--- src/rtl/clk_div_pkg.sv ---
// Shared constants for the multi-channel clock divider and the stopwatch divisors.
// Also holds the helper that sizes the channel-index field.
package clk_div_pkg;

   localparam int CH_MAX        = 8;
   localparam int WIDTH_DEFAULT = 20;

   localparam int SLOW_DIV = 1000000;
   localparam int SCAN_DIV = 2048;

   // A single-channel divider still needs a 1-bit index, so out-of-range writes stay expressible.
   function automatic int ch_idx_w(input int n);
      return (n > 1) ? $clog2(n) : 1;
   endfunction

endpackage

--- src/rtl/clk_div_chan.sv ---
// One divider channel: divisor register, period counter, tick strobe and square wave.
// A divisor write on this channel takes priority over its terminal count.
module clk_div_chan
   import clk_div_pkg::*;
#(
   parameter int               WIDTH   = WIDTH_DEFAULT,
   parameter logic [WIDTH-1:0] RST_DIV = WIDTH'(SCAN_DIV)
) (
   input  logic             clk_i,
   input  logic             rst_i,
   input  logic             en_i,
   input  logic             wr_i,
   input  logic [WIDTH-1:0] div_i,
   output logic             tick_o,
   output logic             sq_o
);

   logic [WIDTH-1:0] div_q, div_d;
   logic [WIDTH-1:0] cnt_q, cnt_d;
   logic             tick_q, tick_d;
   logic             sq_q, sq_d;

   // NOTE: every next-state signal gets a default first, so no path through this block infers a latch.
   always_comb begin
      div_d  = div_q;
      cnt_d  = cnt_q;
      tick_d = 1'b0;
      sq_d   = sq_q;
      if (wr_i) begin
         div_d = div_i;
         cnt_d = '0;
      end else if (en_i) begin
         if (cnt_q == div_q - WIDTH'(1)) begin
            cnt_d  = '0;
            tick_d = 1'b1;
            sq_d   = ~sq_q;
         end else begin
            cnt_d = cnt_q + WIDTH'(1);
         end
      end
   end

   // NOTE: state registers use non-blocking assignments so all channels update from the same pre-edge values.
   always_ff @(posedge clk_i) begin
      if (rst_i) begin
         div_q  <= RST_DIV;
         cnt_q  <= '0;
         tick_q <= 1'b0;
         sq_q   <= 1'b0;
      end else begin
         div_q  <= div_d;
         cnt_q  <= cnt_d;
         tick_q <= tick_d;
         sq_q   <= sq_d;
      end
   end

   assign tick_o = tick_q;
   assign sq_o   = sq_q;

endmodule

--- src/rtl/clk_div_multi.sv ---
// Multi-channel clock divider: decodes divisor writes, rejects zero or out-of-range
// writes with a one-cycle cfg_err pulse, and instantiates one clk_div_chan per channel.
module clk_div_multi
   import clk_div_pkg::*;
#(
   parameter int                      WIDTH       = WIDTH_DEFAULT,
   parameter int                      NUM_CH      = 2,
   parameter logic [NUM_CH*WIDTH-1:0] DIV_DEFAULT =
      ((NUM_CH*WIDTH)'(SLOW_DIV) << WIDTH) | (NUM_CH*WIDTH)'(SCAN_DIV)
) (
   input  logic                          clk_i,
   input  logic                          rst_i,
   input  logic                          en_i,
   input  logic                          cfg_we_i,
   input  logic [ch_idx_w(NUM_CH)-1:0]   cfg_ch_i,
   input  logic [WIDTH-1:0]              cfg_div_i,
   output logic                          cfg_err_o,
   output logic [NUM_CH-1:0]             tick_o,
   output logic [NUM_CH-1:0]             sq_o
);

   localparam int CH_W = ch_idx_w(NUM_CH);

   logic              cfg_ok;
   logic [NUM_CH-1:0] wr;
   logic              cfg_err_q, cfg_err_d;

   assign cfg_ok    = cfg_we_i && (32'(cfg_ch_i) < NUM_CH) && (cfg_div_i != '0);
   assign cfg_err_d = cfg_we_i && !cfg_ok;

   always_ff @(posedge clk_i) begin
      if (rst_i) cfg_err_q <= 1'b0;
      else       cfg_err_q <= cfg_err_d;
   end

   assign cfg_err_o = cfg_err_q;

   for (genvar g = 0; g < NUM_CH; g++) begin : g_ch
      assign wr[g] = cfg_ok && (cfg_ch_i == CH_W'(g));

      clk_div_chan #(
         .WIDTH   (WIDTH),
         .RST_DIV (DIV_DEFAULT[g*WIDTH +: WIDTH])
      ) u_chan (
         .clk_i  (clk_i),
         .rst_i  (rst_i),
         .en_i   (en_i),
         .wr_i   (wr[g]),
         .div_i  (cfg_div_i),
         .tick_o (tick_o[g]),
         .sq_o   (sq_o[g])
      );
   end

endmodule
--- config.mk ---
export PLATFORM = sky130hd
export DESIGN_NAME = clk_div_multi
export DESIGN_NICKNAME = d
export VERILOG_FILES = /design/src/rtl/clk_div_pkg.sv /design/src/rtl/clk_div_chan.sv /design/src/rtl/clk_div_multi.sv
export SDC_FILE = /design/constraint.sdc
export NUM_CORES = 1
export LEC_CHECK = 0
export BUFFER_PORTS_ARGS = -buffer_cell sky130_fd_sc_hd__buf_2
export CAP_MARGIN = 20
export CORE_MARGIN = 4
export CORE_UTILIZATION = 35
export DETAILED_ROUTE_END_ITERATION = 6
export SYNTH_ARGS = -nofsm -noshare
export SYNTH_HDL_FRONTEND = slang
export SYNTH_SLANG_ARGS = --single-unit
export TNS_END_PERCENT = 50
--- constraint.sdc ---
create_clock -name clk_i -period 7.3 [get_ports clk_i]
set_input_delay 1.095 -clock clk_i [delete_from_list [all_inputs] [get_ports clk_i]]
set_output_delay 1.095 -clock clk_i [all_outputs]
set_load 0.02 [all_outputs]
==> run metrics, run 1 <==
Synth area leaders dfxtp_1 34%, xnor2_1 9.0%, nor2_1 6.1%; Net Switching between 200 and 300 uW; Final Cycle Share roughly half; type of origin of the critical path flop; Logic pwr share between 10 and 15%; Clock Power Share a little over two fifths; Hold WC Path Type reg2reg; cts bufs inserted 9; DIE HEIGHT 128 um; WL/cell 16.0 um; Flop pwr share between 40% and 50%; reg-to-reg endpoint g_ch[0].u_chan.cnt_q[5]$_SDFFE_PP0P_; critical path type reg2reg; Skew-Pair Late Insertion Delay approximately 340 ps; max_slew headroom 31.5%; setup violators final 0; crit-path max FO 19; drt total wl 12.5 mm; postcts setup bufs 0; Post-Syn Nets 613; drt via density about 5.5; Final Max Tran Viols 0; Final Hold Viols 0; H-Tree Level Count 3; global route overflow 0; Syn-to-layout area delta 11.0%; Least-Margin Pin Slew between 1000 and 1500 ps; Int Pwr 829 uW; core area roughly 14000 um2; Remaining DRCs 0; Hold Path Origin g_ch[1].u_chan.div_q[19]$_SDFFE_PP1P_; setup TNS 0 ps; largest net degree at the start of global routing 47; Hold Crit Endpoint g_ch[1].u_chan.div_q[19]$_SDFFE_PP1P_; post-synth top area share roughly 34%; Yosys Warn Count 0; Routed Antenna Nets 0; r2r worst-path depth 9; Cells after Synth a little under 600; Synth Flop Type dfxtp_1; Post-synth EDFFs 0; Hold Path Depth 1; CP Buf/Inv Count 1; Reg2Reg Setup Slack about 3600 ps; row cnt 43; CTS resizes 0; reg-to-reg startpoint g_ch[0].u_chan.div_q[0]$_SDFFE_PP0P_; Leak Pwr approximately 0.0021 uW; Net Sw Frac approximately 26%; Layout Skew 8.64 ps; Critical Path RT ~7500 ps; I/O Pins 30; Die X ~130 um; post-synthesis sequential area ratio between 30% and 40%; GR Util All Layers ~16%; Max Freq approximately 270 MHz; clk sinks 85; clock-pin transition on the worst setup and hold timing paths ~60 ps; vias in the first global route slightly above 4000; TritonRoute pass-1 iters 4; slowest CP cell nor3b_4; Yosys cell types 71; Post-CTS Hold Buffers 0; worst vdd ir between 0.0001 and 0.00015 V; final worst path period need ~3700 ps; initial antenna violation count 0; crit-path cells inv_1 -> ha_1 -> nor3b_1 -> and3_1 -> and4_1 -> o22ai_1 -> nor4_4 -> nor3b_4 -> nor3_1; Final Cell Area 5610 um2; TritonCTS clock tree yes; first-pass GRT wire length about 21 mm; layout cells sized above 1 a little over an eighth; crit-path max cell delay between 800 and 900 ps; Pwr per Cell Area roughly 200 nW/um2; Worst EP arrival ~3800 ps; Top delay family on crit path simple AND/OR/NAND/NOR gates; area leader, netlist dfxtp_1; number of synthesized register bits 85; clock buffer depth 2; Syn Area/Cell slightly below 9 um2; Synth Cell Area slightly above 5000 um2; placed instance area 5300 um2; antenna cells 0; Detail Placement HPWL about 9.4 mm; max-cap violations 0; Placer Congestion around 0.90; die area about 16000 um2; RSZ-0062 raised after global routing no; Initial Utilization between 30% and 40%; CTS root buffer clkbuf_16; outcome finished clean; # port buffers 29; Iter 0 DRT Violations about 330; vias about 4300; CP Capture Type flop; asr flop ratio synth 0%; Layout Nets approximately 620
flip-flops by register name, summed over array words and instances (netlist names):
| signal | flops |
|---|---|
| g_ch.u_chan.cnt_q | 40 |
| g_ch.u_chan.div_q | 40 |
| g_ch.u_chan.sq_o | 2 |
| g_ch.u_chan.tick_o | 2 |
| cfg_err_o | 1 |
how the worst max path moves through the flow:
stage | startpoint | slack (ps) | to | depth (start not counted)
after floorplan | g_ch[0].u_chan.div_q[0]$_SDFFE_PP0P_ | 4410 | g_ch[0].u_chan.cnt_q[10]$_SDFFE_PP0P_ | 10
after CTS | g_ch[0].u_chan.div_q[0]$_SDFFE_PP0P_ | 3610 | g_ch[0].u_chan.cnt_q[5]$_SDFFE_PP0P_ | 9
after detailed placement | cfg_div_i[10] | 3470 | g_ch[0].u_chan.cnt_q[1]$_SDFFE_PP0P_ | 7
after global placement | cfg_div_i[10] | 3520 | g_ch[0].u_chan.cnt_q[1]$_SDFFE_PP0P_ | 7
after global routing | g_ch[0].u_chan.div_q[0]$_SDFFE_PP0P_ | 3270 | g_ch[0].u_chan.cnt_q[5]$_SDFFE_PP0P_ | 9
final | g_ch[0].u_chan.div_q[0]$_SDFFE_PP0P_ | 3630 | g_ch[0].u_chan.cnt_q[5]$_SDFFE_PP0P_ | 9
routing by layer:
| metal | vias up | share of wire, % | global-route usage [%] |
|---|---|---|---|
| met5 | - | 0 | 0 |
| met4 | 0 | 2.0 | 5.93 |
| met3 | 18 | 6.3 | 4.96 |
| met2 | 92 | 42 | 23.0 |
| met1 | 2037 | 50 | 21.8 |
| li1 | 2107 | - | - |
synth_stat cells, drive strengths merged (4+ instances only):
cell type and instances:
a211o 8, clkbuf 20, xor2 35, nor2b 7
and4 6, nand3 19, xnor2 52, nor4 17
a21oi 8, ha 4, mux2i 30, inv 20
dfxtp 85, nand4 17, nor3b 5, nand2 27
and3 11, nor3 39, or4 11, a31oi 5
nand2b 5, nor2 82, nand3b 4, buf 13
cell type report:
type | instances | area (um2)
well taps | 180 | 225
multi-input cells | 446 | 3120
fillers | 1395 | 8430
clock buffers | 13 | 270
clock inverters | 3 | 42.5
repair buffers | 33 | 175
inverters | 20 | 75.1
flip-flops and latches | 85 | 1700
logic make-up after synthesis:
family	Yosys count	synth area share, %
compound gates	60	10.0
mux	32	6.38
xor+xnor	87	15.1
simple gates	263	29.3
flops	85	33.6
fa+ha+maj	4	0.989
buf+inv	53	4.63
cell usage in the layout (no fill, tap or decap), types with 3 or more instances in the layout:
cell type  count
dfxtp_1       85
nor2_1        82
xnor2_1       52
xor2_1        35
mux2i_1       30
buf_2         29
nand2_1       27
nor3_1        27
inv_1         20
nand3_1       19
nand4_1       17
nor4_1        13
nor3_2        12
and3_1        11
or4_1          9
clkbuf_16      9
a21oi_1        8
a211o_1        8
nor2b_1        7
and4_1         6
a31oi_1        5
nand2b_1       5
nand3b_1       4
nor3b_1        4
ha_1           4
buf_4          4
or3_1          3
a211oi_1       3
clkbuf_8       3
metrics by stage:
step	setup slack (ps)	instances	hold WS, ps	util (%)	total power [uW]
global route	3270	780	532	40.0	1170
finish	3630	780	498	40.0	1120
global placement	3520	764	480	37.7	648
CTS	3610	780	509	40.0	1130
floorplan	4410	584	456	-	612
detailed placement	3470	764	493	37.7	650
power by group through the flow:
stage | sequential [uW] | combinational, uW | clock, uW
global route | 502 | 159 | 506
CTS | 499 | 142 | 485
floorplan | 501 | 111 | 0
finish | 500 | 143 | 473
detailed placement | 510 | 141 | 0
global placement | 509 | 138 | 0
No activity file was read; power rests on OpenSTA's default activity.
==> run 2: changes to the inputs <==
Settings changed: ABC_AREA set to 1.
Clock period 7.3 ns to 3.5 ns, I/O delays scaled along.
==> run metrics, run 2 <==
crit-path cells inv_2 -> ha_1 -> nand3_1 -> inv_1 -> nand2_1 -> nand3_1 -> nand2_1 -> nor3_1 -> nor2b_2 -> nand4_2 -> nand2_4 -> nor2_1; crit-path max cell delay roughly 330 ps; Final Cycle Share roughly two thirds; antenna cells 0; slowest CP cell dfxtp_1; crit-path max FO 19; Worst EP arrival between 2000 and 3000 ps; Yosys cell types 38; worst vdd ir 0.000238 V; largest net degree at the start of global routing 27; Layout Nets roughly 900; area leader, netlist dfxtp_1; crit path to g_ch[1].u_chan.cnt_q[13]$_SDFFE_PP0P_; clk sinks between 80 and 90; DIE HEIGHT roughly 130 um; Final Hold Viols 0; leading cell type in the layout, fill and taps excluded nand2_1; placed cells between 1000 and 1500; clock buffer depth 2; CP Capture Type flop; Syn-to-layout area delta 10.3%; core area 15100 um2; Post-CTS Hold Buffers 0; first-pass GRT wire length 23.2 mm; Skew-Pair Late Insertion Delay roughly 340 ps; Synth Cell Area between 5000 and 6000 um2; Hold WC Path Type in2reg; Leak Pwr roughly 0.0026 uW; die area 17500 um2; Routed Antenna Nets 0; Yosys Warn Count 0; top-count cell post-synth nand2_1; Iter 0 DRT Violations roughly 320; clock-pin transition on the worst setup and hold timing paths approximately 60 ps; most frequent cells in the layout 225 x nand2_1, 144 x nor2_1, 89 x inv_1; I/O Pins 30; final worst path period need ~2300 ps; global route overflow 0; final worst-path setup slack approximately 1200 ps; initial antenna violation count 2; Top delay family on crit path simple AND/OR/NAND/NOR gates; Synth Flop Type dfxtp_1; max_slew headroom between 70% and 80%; reg-to-reg startpoint g_ch[1].u_chan.div_q[0]$_SDFFE_PP0P_; Post-Syn Nets ~900; vias in the first global route between 4000 and 5000; Critical Path RT 3730 ps; Synth area leaders dfxtp_1 32%, nand2_1 16%, nor2_1 10%; Syn Area/Cell roughly 6.3 um2; drt total wl approximately 14 mm; Final Max Tran Viols 0; final std cells w/o fill 1066; Remaining DRCs 0; post-place setup slack between 1000 and 1500 ps; Initial Utilization between 30% and 40%; GR Util All Layers 16.2%; post-synthesis sequential area ratio 31.5%; row cnt 45; critical path type reg2reg; final hold slack between 400 and 500 ps; WL/cell around 13 um; max-cap violations 0; Max Freq 435 MHz; CP Depth 12; RSZ-0062 raised after global routing no; Placer Congestion 0.896; CP Buf/Inv Count 2; vias between 5000 and 6000; layout cells sized above 1 around 8.8%; Layout Skew around 3.4 ps; setup TNS 0 ps; post-synth top area share about a third; type of origin of the critical path flop; reg-to-reg endpoint g_ch[1].u_chan.cnt_q[13]$_SDFFE_PP0P_; Pwr per Cell Area 389 nW/um2; drt via density 4.86; Detail Placement HPWL approximately 11 mm; cts bufs inserted 9; asr flop ratio synth 0%; r2r worst-path depth 12; Post-synth EDFFs 0; worst setup path startpoint g_ch[1].u_chan.div_q[0]$_SDFFE_PP0P_; CTS root buffer clkbuf_16; postcts setup bufs 0; H-Tree Level Count 3; Least-Margin Pin Slew 436 ps; most instantiated cells after synthesis 225 x nand2_1, 144 x nor2_1, 89 x inv_1; Reg2Reg Setup Slack approximately 1200 ps; outcome finished clean; CTS resizes 0; TritonCTS clock tree yes; TritonRoute pass-1 iters 7; setup violators final 0; Die X 132 um; # port buffers 29; Cells after Synth between 800 and 900; Top Registers g_ch.u_chan.cnt_q (40), g_ch.u_chan.div_q (40); Pwr Total roughly 2300 uW; number of synthesized register bits 85
## run 2: cell count changes after synthesis, sizes merged, moves of 23 or more
| cell | before | now |
|---|---|---|
| o21ai | 3 | 35 |
| nor3 | 39 | 16 |
| inv | 20 | 91 |
| nor2 | 82 | 154 |
| nand2 | 27 | 233 |
| a21oi | 8 | 39 |
| xnor2 | 52 | 24 |
| nand3 | 19 | 63 |
| mux2i | 30 | 0 |
## run 2: worst min-delay path: stages
cell	delay, ps
buf_2	110
nand2_1	60
nand3_1	50
## run 2: cell families after synthesis
group / Yosys count / share of synthesized area [%]
adder cells (fa/ha/maj): 4 / 0.927
flip-flops: 85 / 31.5
buffers and inverters: 113 / 8.55
XOR/XNOR: 66 / 10.7
AND/OR/NAND/NOR: 503 / 40.6
AO/OA/AOI/OAI: 80 / 7.69
## run 2: metrics by stage
step	instance area, um2	util (%)
after floorplan	5400	-
after global placement	5700	37.6
after detailed placement	5700	37.6
after CTS	5960	39.3
after global routing	5960	39.3
final	5960	39.3
## run 2: layer usage
metal	global-route usage, %	up-vias	share of wire (%)
met3	2.82	16	5.3
met4	4.73	4	1.2
met5	0	-	0.15
met1	23.9	2319	52
li1	-	2730	-
met2	24.0	115	41
## run 2: final cells by class
cell class / count / area [um2]
repair buffers: 33 / 175
clock inverters: 2 / 10.0
clock buffers: 13 / 250
multi-input cells: 653 / 3240
well taps: 188 / 235
inverters: 92 / 345
fillers: 1651 / 9190
flip-flops and latches: 85 / 1700
## run 2: worst min-delay path by stage
stage / cells past startpoint / to / slack [ps] / startpoint
finish: 3 / g_ch[1].u_chan.div_q[14]$_SDFFE_PP1P_ / 430 / cfg_div_i[14]
detailed placement: 2 / g_ch[0].u_chan.sq_o$_SDFFE_PP0P_ / 470 / g_ch[0].u_chan.sq_o$_SDFFE_PP0P_
floorplan: 2 / g_ch[0].u_chan.sq_o$_SDFFE_PP0P_ / 450 / g_ch[0].u_chan.sq_o$_SDFFE_PP0P_
global route: 3 / g_ch[1].u_chan.div_q[16]$_SDFFE_PP1P_ / 430 / cfg_div_i[16]
CTS: 3 / g_ch[1].u_chan.div_q[16]$_SDFFE_PP1P_ / 420 / cfg_div_i[16]
global placement: 2 / g_ch[1].u_chan.sq_o$_SDFFE_PP0P_ / 460 / g_ch[1].u_chan.sq_o$_SDFFE_PP0P_
## run 2: power breakdown
group / total (uW) / leakage, uW / switching, uW / internal, uW
logic: 405 / 0.00177 / 268 / 137
clock network: 873 / 0.000129 / 378 / 495
registers: 1040 / 0.000692 / 37.6 / 999
==> run 3: changes to the inputs <==
Settings changed: ABC_AREA 1 to 0.
Clock period 3.5 ns to 2.34 ns, I/O delays scaled along.
==> run metrics, run 3 (same netlist as run 1, synthesis figures left out) <==
outcome finished with violations; failing checks negative setup slack; worst vdd ir between 0.0003 and 0.0004 V; setup violators final 43; # port buffers 29; routing usage on met2 26.2%; Final Cycle Share 116%; Syn-to-layout area delta 27.9%; Routed Antenna Nets 0; CP Capture Type flop; layout cells sized above 1 approximately 28%; global route overflow 0; Placer Congestion 0.866; Post-CTS Hold Buffers 0; core area between 10000 and 15000 um2; GR Util met1 22.1%; cts bufs inserted 9; final worst-path setup slack -386 ps; Final Max Tran Viols 0; TritonRoute pass-1 iters 5; row cnt 43; fillcell total 1324; final hold slack about 300 ps; RSZ-0062 raised after global routing yes; Critical Path RT 2560 ps; Initial Utilization about 36%; clock-pin transition on the worst setup and hold timing paths 60 ps; Pwr per Cell Area around 550 nW/um2; GR peak layer met2; final worst path period need 2730 ps; vias in the first global route about 4500; max-cap violations 0; type of origin of the critical path flop; slowest CP cell or4_4; Layout Skew ~4.4 ps; initial antenna violation count 0; vias 4621; crit-path max cell delay roughly 560 ps; Skew-Pair Late Insertion Delay around 340 ps; Top Registers g_ch.u_chan.cnt_q (40), g_ch.u_chan.div_q (40); Core Util, Final between 40% and 50%; Max Freq between 300 and 400 MHz; grt met3 use under 10%; crit-path max FO 3; Detail Placement HPWL about 10 mm; DIE HEIGHT 128 um; max_slew headroom 66.4%; GR Util All Layers 16.5%; Remaining DRCs 0; TritonCTS clock tree yes; critical path type reg2reg; Layout Nets between 700 and 800; drt via density approximately 5.3; most frequent cells in the layout 92 x buf_4, 82 x nor2_1, 80 x dfxtp_1; placed instance area approximately 6000 um2; clock buffer depth 2; Final Cell Area about 6500 um2; Iter 0 DRT Violations 349; final std cells w/o fill between 800 and 900; clk sinks 85; die area between 15000 and 20000 um2; leading cell type in the layout, fill and taps excluded buf_4; register area around 1700 um2; Die X roughly 130 um; antenna cells 0; Hold WC Path Type in2reg; H-Tree Level Count 3; Least-Margin Pin Slew around 500 ps; Leak Pwr about 0.0026 uW; WL/cell roughly 16 um; CTS root buffer clkbuf_16; largest net degree at the start of global routing 20; crit-path cells or4_4 -> or3_4 -> a311o_1 -> and2_1 -> or4b_4 -> o311ai_2 -> a21boi_1; drt total wl 13.7 mm; placed cells between 800 and 900; I/O Pins 30; multi-input logic area between 3000 and 4000 um2; first-pass GRT wire length approximately 22 mm; Worst EP arrival a little under 3000 ps; Final Hold Viols 0
[run 3: cell count changes in the layout (fill, tap and decap cells not counted), moves of 43 or more]
cell,before,now
nand2_1,225,27
buf_4,4,92
inv_1,89,16
nor2_1,144,82
nand3_1,62,19
[run 3: cell type report]
type | count | area share [%]
Clock buffer | 12 | 3.81
Inverter | 20 | 1.16
Sequential cell | 85 | 26.4
Multi-Input combinational cell | 446 | 50.0
Timing Repair Buffer | 127 | 14.6
Tap cell | 180 | 3.48
Clock inverter | 2 | 0.541
[run 3: final timing paths]
kind	from	to	slack (ps)	cells after the start
max	g_ch[1].u_chan.div_q[9]$_SDFFE_PP1P_	g_ch[1].u_chan.cnt_q[1]$_SDFFE_PP0P_	-390	7
min	cfg_div_i[2]	g_ch[1].u_chan.div_q[2]$_SDFFE_PP0P_	290	3
max reg2reg	g_ch[1].u_chan.div_q[9]$_SDFFE_PP1P_	g_ch[1].u_chan.cnt_q[1]$_SDFFE_PP0P_	-390	7
min reg2reg	g_ch[1].u_chan.div_q[19]$_SDFFE_PP1P_	g_ch[1].u_chan.div_q[19]$_SDFFE_PP1P_	490	1
[run 3: worst max-delay path, delay by kind of cell (launching register included)]
kind,cells,cell delay (ps)
and+or+nand+nor,4,1660
AOI/OAI and AO/OA,3,640
DFF,1,320
[run 3: per-stage QoR]
| stage | total power [uW] | setup slack (ps) | TNS, ps |
|---|---|---|---|
| 6_report | 3560 | -386 | -14240 |
| 5_1_grt | 3720 | -480 | -18210 |
| 4_1_cts | 3580 | -355 | -12780 |
| 3_5_place_dp | 2170 | -380 | -13730 |
| 3_3_place_gp | 2160 | -331 | -11230 |
| 2_1_floorplan | 1920 | -431 | -12370 |
[run 3: what timing repair did]
item | in CTS | in global routing
cloned | 0 | 2
endpoints found under the setup margin | 44 | 44
gates resized for setup | 14 | 6
endpoints found under the hold margin | 0 | 0
pin swaps | 9 | 7
setup buffers | 4 | 2
[run 3: report_power, final]
part | total (uW) | switching [uW] | internal, uW
Sequential | 1520 | 34.5 | 1490
Clock | 1380 | 540 | 843
Combinational | 653 | 342 | 310
[run 3: metal layers]
layer	part of all wire, %	wire [um]	vias to the layer above
met5	0	0	-
met4	2.2	296	0
met3	5.1	700	23
met2	45	6190	114
met1	47	6470	2203
li1	-	-	2281
